`config.mk`:
```
export PLATFORM = sky130hd
export DESIGN_NAME = eth_rx_parser_flat
export DESIGN_NICKNAME = d
export VERILOG_FILES = /design/src/rtl/eth_rx_parser_pkg.sv /design/src/rtl/eth_rx_parser_if.sv /design/src/rtl/eth_rx_fcs_buf.sv /design/src/rtl/eth_rx_parser.sv /design/src/flat_wrapper.sv
export SDC_FILE = /design/constraint.sdc
export NUM_CORES = 1
export LEC_CHECK = 0
export CORE_MARGIN = 2
export CORE_UTILIZATION = 57
export DETAILED_ROUTE_END_ITERATION = 8
export PLACE_DENSITY = 0.93
export SLEW_MARGIN = 10
export SYNTH_ARGS = -nofsm -noshare
export SYNTH_HDL_FRONTEND = slang
export SYNTH_SLANG_ARGS = --single-unit
```
`constraint.sdc`:
```
create_clock -name mii_clk -period 14.8 [get_ports mii_clk]
set_clock_uncertainty 0.1 [all_clocks]
set_input_delay 2.22 -clock mii_clk [delete_from_list [all_inputs] [get_ports mii_clk]]
set_output_delay 2.22 -clock mii_clk [all_outputs]
set_load 0.05 [all_outputs]
```
`src/rtl/eth_rx_parser_pkg.sv`:
```
// Shared definitions for the Ethernet receive parser: FSM states,
// framing constants and header field lengths.
// Optional feature macro: ETH_RX_FCS_STRIP_EN (strip the trailing 4 FCS bytes
// from the payload stream).
package eth_rx_pkg;

    // Parser states, in frame order.
    typedef enum logic [2:0] {
        IDLE    = 3'd0,
        PRE     = 3'd1,
        DST     = 3'd2,
        SRC     = 3'd3,
        TYPE    = 3'd4,
        PAYLOAD = 3'd5
    } state_e;

    localparam logic [7:0] PREAMBLE_BYTE = 8'hAA;
    localparam logic [7:0] SFD_BYTE      = 8'hBA;

    // Header field lengths in bytes, sized for the 4-bit field byte counter.
    localparam logic [3:0] DST_LEN  = 4'd6;
    localparam logic [3:0] SRC_LEN  = 4'd6;
    localparam logic [3:0] TYPE_LEN = 4'd2;

    // Trailing frame check sequence length in bytes.
    localparam int FCS_LEN = 4;

    // Width of the payload length counter.
    localparam int PL_LEN_W = 11;

`ifdef ETH_RX_FCS_STRIP_EN
    localparam bit FCS_STRIP = 1'b1;
`else
    localparam bit FCS_STRIP = 1'b0;
`endif

    // Shift one byte into the LSB end of a 48-bit MAC field.
    function automatic logic [47:0] shift_mac(input logic [47:0] field,
                                              input logic [7:0]  b);
        return {field[39:0], b};
    endfunction

endpackage

```
`src/rtl/eth_rx_parser_if.sv`:
```
// Byte input and parsed-frame output bundle of the Ethernet receive parser.
// master: upstream byte source / downstream consumer; slave: the parser.
interface eth_rx_parser_if;
    import eth_rx_pkg::*;

    // Byte stream from the MII nibble assembler.
    logic                rdy;
    logic [7:0]          q;
    logic                mii_en;

    // Parsed header, payload stream and frame status.
    logic [47:0]         dst;
    logic [47:0]         src;
    logic [15:0]         etype;
    logic                hdr_vld;
    logic [7:0]          pl_d;
    logic                pl_vld;
    logic [PL_LEN_W-1:0] pl_len;
    logic                frame_done;
    logic                frame_err;
    logic [31:0]         fcs;

    modport master (
        output rdy, q, mii_en,
        input  dst, src, etype, hdr_vld, pl_d, pl_vld, pl_len,
               frame_done, frame_err, fcs
    );

    modport slave (
        input  rdy, q, mii_en,
        output dst, src, etype, hdr_vld, pl_d, pl_vld, pl_len,
               frame_done, frame_err, fcs
    );

endinterface

```
`src/rtl/eth_rx_fcs_buf.sv`:
```
// Four-byte window over the most recent bytes received after the SFD.
// The oldest byte sits in tap_o[31:24]; it doubles as the FCS capture
// register and as the delay line used when FCS stripping is enabled
// (macro ETH_RX_FCS_STRIP_EN, selected in the parser).
module eth_rx_fcs_buf (
    input  logic        mii_clk,
    input  logic        reset,
    input  logic        shift_i,
    input  logic        flush_i,
    input  logic [7:0]  byte_i,
    output logic [31:0] tap_o
);

    logic [31:0] tap_q;

    // Flush at the start of a frame, otherwise shift in each accepted byte.
    always_ff @(posedge mii_clk or posedge reset) begin
        if (reset) begin
            tap_q <= '0;
        end else if (flush_i) begin
            tap_q <= '0;
        end else if (shift_i) begin
            tap_q <= {tap_q[23:0], byte_i};
        end
    end

    assign tap_o = tap_q;

endmodule

```
`src/rtl/eth_rx_parser.sv`:
```
// Ethernet receive parser: turns the upstream byte stream into header
// fields, a payload byte stream and per-frame done/error pulses.
// Optional macro ETH_RX_FCS_STRIP_EN: payload passes through a 4-byte delay
// line so the trailing FCS bytes are never emitted nor counted in pl_len.
module eth_rx_parser
    import eth_rx_pkg::*;
#(
    parameter int MAX_PAYLOAD = 1500
) (
    input  logic          mii_clk,
    input  logic          reset,
    eth_rx_parser_if.slave bus
);

    // Raw payload bytes allowed per frame; with stripping the FCS bytes do
    // not count towards MAX_PAYLOAD, so the raw budget grows by FCS_LEN.
    localparam logic [PL_LEN_W-1:0] RAW_LIMIT =
        PL_LEN_W'(MAX_PAYLOAD + (FCS_STRIP ? FCS_LEN : 0));

    logic                rdy_q;
    logic                strobe;

    state_e              state_q,   state_d;
    logic [3:0]          cnt_q,     cnt_d;
    logic [47:0]         dst_q,     dst_d;
    logic [47:0]         src_q,     src_d;
    logic [15:0]         etype_q,   etype_d;
    logic                hdr_vld_q, hdr_vld_d;
    logic [7:0]          pl_d_q,    pl_d_d;
    logic                pl_vld_q,  pl_vld_d;
    logic [PL_LEN_W-1:0] pl_len_q,  pl_len_d;
    logic [PL_LEN_W-1:0] raw_cnt_q, raw_cnt_d;
    logic                done_q,    done_d;
    logic                err_q,     err_d;
    logic [31:0]         fcs_q,     fcs_d;

    logic                buf_shift;
    logic                buf_flush;
    logic [31:0]         tap;

    // Register rdy once so a level held high still yields a single byte.
    always_ff @(posedge mii_clk or posedge reset) begin
        if (reset) begin
            rdy_q <= 1'b0;
        end else begin
            rdy_q <= bus.rdy;
        end
    end

    assign strobe = bus.rdy & ~rdy_q;

    // Window of the last four bytes after the SFD.
    eth_rx_fcs_buf u_fcs_buf (
        .mii_clk (mii_clk),
        .reset   (reset),
        .shift_i (buf_shift),
        .flush_i (buf_flush),
        .byte_i  (bus.q),
        .tap_o   (tap)
    );

    // FSM state register.
    always_ff @(posedge mii_clk or posedge reset) begin
        if (reset) begin
            state_q <= IDLE;
        end else begin
            state_q <= state_d;
        end
    end

    // Next state and datapath: the byte on this strobe is applied first,
    // then a low mii_en closes the frame based on where that byte left us.
    always_comb begin
        state_d   = state_q;
        cnt_d     = cnt_q;
        dst_d     = dst_q;
        src_d     = src_q;
        etype_d   = etype_q;
        pl_d_d    = pl_d_q;
        pl_len_d  = pl_len_q;
        raw_cnt_d = raw_cnt_q;
        fcs_d     = fcs_q;
        hdr_vld_d = 1'b0;
        pl_vld_d  = 1'b0;
        done_d    = 1'b0;
        err_d     = 1'b0;
        buf_shift = 1'b0;
        buf_flush = 1'b0;

        if (strobe) begin
            case (state_q)
                IDLE: begin
                    if (bus.mii_en && (bus.q == PREAMBLE_BYTE)) begin
                        state_d = PRE;
                    end
                end
                PRE: begin
                    if (bus.q == SFD_BYTE) begin
                        state_d   = DST;
                        cnt_d     = '0;
                        dst_d     = '0;
                        src_d     = '0;
                        etype_d   = '0;
                        pl_len_d  = '0;
                        raw_cnt_d = '0;
                        fcs_d     = '0;
                        buf_flush = 1'b1;
                    end else if (bus.q != PREAMBLE_BYTE) begin
                        err_d   = 1'b1;
                        state_d = IDLE;
                    end
                end
                DST: begin
                    dst_d     = shift_mac(dst_q, bus.q);
                    buf_shift = 1'b1;
                    if (cnt_q == DST_LEN - 4'd1) begin
                        cnt_d   = '0;
                        state_d = SRC;
                    end else begin
                        cnt_d = cnt_q + 4'd1;
                    end
                end
                SRC: begin
                    src_d     = shift_mac(src_q, bus.q);
                    buf_shift = 1'b1;
                    if (cnt_q == SRC_LEN - 4'd1) begin
                        cnt_d   = '0;
                        state_d = TYPE;
                    end else begin
                        cnt_d = cnt_q + 4'd1;
                    end
                end
                TYPE: begin
                    etype_d   = {etype_q[7:0], bus.q};
                    buf_shift = 1'b1;
                    if (cnt_q == TYPE_LEN - 4'd1) begin
                        cnt_d     = '0;
                        hdr_vld_d = 1'b1;
                        state_d   = PAYLOAD;
                    end else begin
                        cnt_d = cnt_q + 4'd1;
                    end
                end
                PAYLOAD: begin
                    if (raw_cnt_q == RAW_LIMIT) begin
                        // Oversized frame: drop this byte and abort.
                        err_d   = 1'b1;
                        state_d = IDLE;
                    end else begin
                        raw_cnt_d = raw_cnt_q + 1'b1;
                        buf_shift = 1'b1;
`ifdef ETH_RX_FCS_STRIP_EN
                        // Emit the byte leaving the 4-byte delay line once
                        // it holds only payload bytes.
                        if (raw_cnt_q >= PL_LEN_W'(FCS_LEN)) begin
                            pl_vld_d = 1'b1;
                            pl_d_d   = tap[31:24];
                            pl_len_d = pl_len_q + 1'b1;
                        end
`else
                        pl_vld_d = 1'b1;
                        pl_d_d   = bus.q;
                        pl_len_d = pl_len_q + 1'b1;
`endif
                    end
                end
                default: begin
                    state_d = IDLE;
                end
            endcase
        end

        if (!bus.mii_en) begin
            case (state_d)
                PRE: begin
                    state_d = IDLE;
                end
                DST, SRC, TYPE: begin
                    err_d   = 1'b1;
                    state_d = IDLE;
                end
                PAYLOAD: begin
                    // Capture the window including any byte taken this cycle.
                    done_d  = 1'b1;
                    fcs_d   = buf_shift ? {tap[23:0], bus.q} : tap;
                    state_d = IDLE;
                end
                default: begin
                end
            endcase
        end
    end

    // Datapath and output registers.
    always_ff @(posedge mii_clk or posedge reset) begin
        if (reset) begin
            cnt_q     <= '0;
            dst_q     <= '0;
            src_q     <= '0;
            etype_q   <= '0;
            hdr_vld_q <= 1'b0;
            pl_d_q    <= '0;
            pl_vld_q  <= 1'b0;
            pl_len_q  <= '0;
            raw_cnt_q <= '0;
            done_q    <= 1'b0;
            err_q     <= 1'b0;
            fcs_q     <= '0;
        end else begin
            cnt_q     <= cnt_d;
            dst_q     <= dst_d;
            src_q     <= src_d;
            etype_q   <= etype_d;
            hdr_vld_q <= hdr_vld_d;
            pl_d_q    <= pl_d_d;
            pl_vld_q  <= pl_vld_d;
            pl_len_q  <= pl_len_d;
            raw_cnt_q <= raw_cnt_d;
            done_q    <= done_d;
            err_q     <= err_d;
            fcs_q     <= fcs_d;
        end
    end

    assign bus.dst        = dst_q;
    assign bus.src        = src_q;
    assign bus.etype      = etype_q;
    assign bus.hdr_vld    = hdr_vld_q;
    assign bus.pl_d       = pl_d_q;
    assign bus.pl_vld     = pl_vld_q;
    assign bus.pl_len     = pl_len_q;
    assign bus.frame_done = done_q;
    assign bus.frame_err  = err_q;
    assign bus.fcs        = fcs_q;

endmodule

```
`src/flat_wrapper.sv`:
```
// flat-port wrapper written by rule: the top's interface ports become plain ports
module eth_rx_parser_flat import eth_rx_pkg::*;
#(
    parameter int MAX_PAYLOAD = 1500
)
  (mii_clk, reset, bus_rdy, bus_q, bus_mii_en, bus_dst, bus_src, bus_etype, bus_hdr_vld, bus_pl_d, bus_pl_vld, bus_pl_len, bus_frame_done, bus_frame_err, bus_fcs);
  eth_rx_parser_if bus_i ();
  input  logic mii_clk;
  input  logic reset;
  input wire logic [$bits(bus_i.rdy)-1:0] bus_rdy;
  input wire logic [$bits(bus_i.q)-1:0] bus_q;
  input wire logic [$bits(bus_i.mii_en)-1:0] bus_mii_en;
  output wire logic [$bits(bus_i.dst)-1:0] bus_dst;
  output wire logic [$bits(bus_i.src)-1:0] bus_src;
  output wire logic [$bits(bus_i.etype)-1:0] bus_etype;
  output wire logic [$bits(bus_i.hdr_vld)-1:0] bus_hdr_vld;
  output wire logic [$bits(bus_i.pl_d)-1:0] bus_pl_d;
  output wire logic [$bits(bus_i.pl_vld)-1:0] bus_pl_vld;
  output wire logic [$bits(bus_i.pl_len)-1:0] bus_pl_len;
  output wire logic [$bits(bus_i.frame_done)-1:0] bus_frame_done;
  output wire logic [$bits(bus_i.frame_err)-1:0] bus_frame_err;
  output wire logic [$bits(bus_i.fcs)-1:0] bus_fcs;
  assign bus_i.rdy = bus_rdy;
  assign bus_i.q = bus_q;
  assign bus_i.mii_en = bus_mii_en;
  assign bus_dst = bus_i.dst;
  assign bus_src = bus_i.src;
  assign bus_etype = bus_i.etype;
  assign bus_hdr_vld = bus_i.hdr_vld;
  assign bus_pl_d = bus_i.pl_d;
  assign bus_pl_vld = bus_i.pl_vld;
  assign bus_pl_len = bus_i.pl_len;
  assign bus_frame_done = bus_i.frame_done;
  assign bus_frame_err = bus_i.frame_err;
  assign bus_fcs = bus_i.fcs;
  eth_rx_parser #(.MAX_PAYLOAD(MAX_PAYLOAD)) u_core (.mii_clk(mii_clk), .reset(reset), .bus(bus_i));
endmodule
```
==> metrics.txt <==
# IOs=179; Post-Place Setup Slack=8980 ps; fmax=0.185 GHz; status=complete, no violations; Post-CTS Hold Buffers=0; Synth Area in Compound Gates=0.0694; DRT Wirelength=24200 µm; RSZ-0062 raised after global routing=false; Post-CTS Setup Bufs=0; Setup TNS=0 ps; critical path data required time=15110 ps; die area=18000 µm²; setup slack after layout=9400 ps; 1st-iter DRT viols=704; DR pass1 iterations=5; worst vdd ir=0.0869 mV; GRT Util Overall=0.269; Area contributors post-synth=dfrtp_1 (56%), nand2_1 (10%), nand3_1 (6.0%), mux2i_1 (3.4%), o221ai_1 (2.9%); sequential area share after synthesis=0.565; Final Critical Period=5400 ps; Die X=134 µm; Post-synth top flop=dfrtp_1; ANT nets after route=0; crit path kind=primary input to flip-flop; Vias per Instance=5.80; post-DR wirelength/cell=17.3 µm; share of the synthesized area in the top cell type=0.565; Root Buffer=clkbuf_16; vias in the first global route=7584; area grow syn2layout=26.3%; share of cells above drive strength 1=0.0584; Final GP Congestion=0.914; Clock Path Buffers=3; xor/xnor share of the synthesized area=0.0163; max-slew violations=0; mapped cell area=9660 µm²; starting density of the core=0.583; Clock Sinks=218; main combinational cell family by area after synthesis=simple AND/OR/NAND/NOR gates; Worst-path clk slew=60 ps; EDFF count, synth=0; PD cells=94.2 nW/µm²; CTS resizes=0; Synth Register Bits=218; Placeable Area=16600 µm²; max-capacitance violation count=0; syn nets=1044; clk_lat worst skew=500 ps; part of the cycle the worst path needs=0.365; Slew headroom=0.251; Die Span Y=134 µm; DR DRC count=0; IO Port Bufs=178; number of H-tree levels=1; number of diodes=0; CP max FO=56; initial antenna violation count=0; simple-gate portion of the synthesized area=0.261; post-synth cell types=45; ys async rst share=1.00; Leakage=6.10 nW; Slew @ Worst Pin=1120 ps; final-report setup violation count=0; Syn Inst Count=1027; Final Net Count=1184; cell accounting for the most synthesized area=dfrtp_1; crit path capture type=flip-flop; vias post-DR=8130; Hold Vio Cnt, Final=0; Final HPWL DP=15700 µm; worst path arrival time=5710 ps; Multi-input gate area=3870 µm²; largest net degree at the start of global routing=137; row count=47; first-pass GRT wire length=39500 µm; CP Launch Type=primary input; CTS buffer count=22; syn avg cell area=9.41 µm²; Tightest Hold Check Type=flip-flop to flip-flop; CTS tree=built; # fillers=1193; Adder-Cell Fraction of Synth Area=0.00648; total global routing overflow=0; mux contribution to synthesized area=0.0435; register area=5460 µm²; Syn. warnings=0
-- flip-flops by register name (all words and copies together), names as in the netlist --
signal and cells:
u_core.raw_cnt_q 11, u_core.bus.fcs 32, u_core.bus.dst 48, u_core.u_fcs_buf.tap_o 32, u_core.bus.frame_err 1, u_core.rdy_q 1
u_core.cnt_q 4, u_core.bus.pl_vld 1, u_core.bus.pl_d 8, u_core.state_q 3, u_core.bus.src 48, u_core.bus.pl_len 11
u_core.bus.hdr_vld 1, u_core.bus.etype 16, u_core.bus.frame_done 1
-- layer usage --
layer,part of all wire,wire length (µm),vias to the layer above,GRT usage
met2,0.48,11700,325,0.441
met4,0.023,557,0,0.0696
met3,0.068,1650,45,0.0355
met5,0,0,-,0
li1,-,-,3776,-
met1,0.42,10300,3984,0.384
-- cells by family after synthesis --
logic type,count (synthesis)
AO/OA/AOI/OAI,101
XOR/XNOR,18
adder cells (fa/ha/maj),5
buffers and inverters,83
flip-flops,218
multiplexers,41
AND/OR/NAND/NOR,561
-- report_power, final --
part	switching, mW	internal [mW]	total, mW
registers	0.00131	0.597	0.599
logic	0.0228	0.00703	0.0299
clock network	0.226	0.295	0.521
total	0.250	0.899	1.15
-- placed cells by master, fill, tap and decap left out, types with 2 or more instances in the layout --
cell type	count
a21oi_1	9
a31oi_1	4
and2_1	4
and3_1	6
and4_1	2
buf_4	12
clkbuf_1	3
clkbuf_16	22
clkbuf_8	4
clkdlybuf4s50_1	178
clkinv_2	7
dfrtp_1	217
ha_1	5
inv_1	7
mux2_2	8
mux2i_1	33
nand2_1	267
nand2b_1	6
nand3_1	116
nand4_1	12
nor2_1	63
nor2b_1	36
nor3_1	33
o21ai_0	42
o221ai_1	32
o2bb2ai_1	6
or3_1	2
xor2_1	17
-- Yosys cell counts, types with 10 or more instances --
cell type / number
a21oi_1: 10
clkbuf_1: 66
dfrtp_1: 218
mux2i_1: 33
nand2_1: 267
nand3_1: 116
nand4_1: 12
nor2_1: 64
nor2b_1: 36
nor3_1: 34
o21ai_0: 42
o221ai_1: 32
xor2_1: 17
-- final cells by class --
class,instances,share of cell area
multi-input cells,726,0.317
well taps,220,0.0226
inverters,9,0.00338
clock buffers,29,0.0506
repair buffers,190,0.153
clock inverters,10,0.00554
flip-flops and latches,218,0.447
-- critical path: stages --
cell             delay (ps)
clkdlybuf4s50_1         640
nor3b_1                 360
and2_1                  240
and4_2                 1000
a21o_1                  150
or4_2                   770
mux2i_1                 290
-- path summary, 6_finish.rpt --
kind	from	to	slack [ps]	depth (start not counted)
min reg2reg	u_core.bus.src[47]	u_core.bus.src[47]	370	2
min in group asynchronous	reset	u_core.bus.src[9]	2180	2
max in group asynchronous	reset	u_core.state_q[2]	10860	3
min	u_core.bus.src[47]	u_core.bus.src[47]	370	2
max	bus_q[1]	u_core.bus.fcs[26]	9400	7
max reg2reg	u_core.state_q[2]	u_core.bus.fcs[26]	11230	7
-- through the flow --
stage	power [mW]	std cells	area, µm²	hold WS [ps]	util
2_1_floorplan	0.627	1027	9660	381	-
3_3_place_gp	0.639	1363	11500	349	0.695
3_5_place_dp	0.640	1363	11500	356	0.695
4_1_cts	1.16	1402	12200	370	0.736
5_1_grt	1.19	1402	12200	397	0.736
6_report	1.15	1402	12200	367	0.736
(Power assumes the default switching activity.)
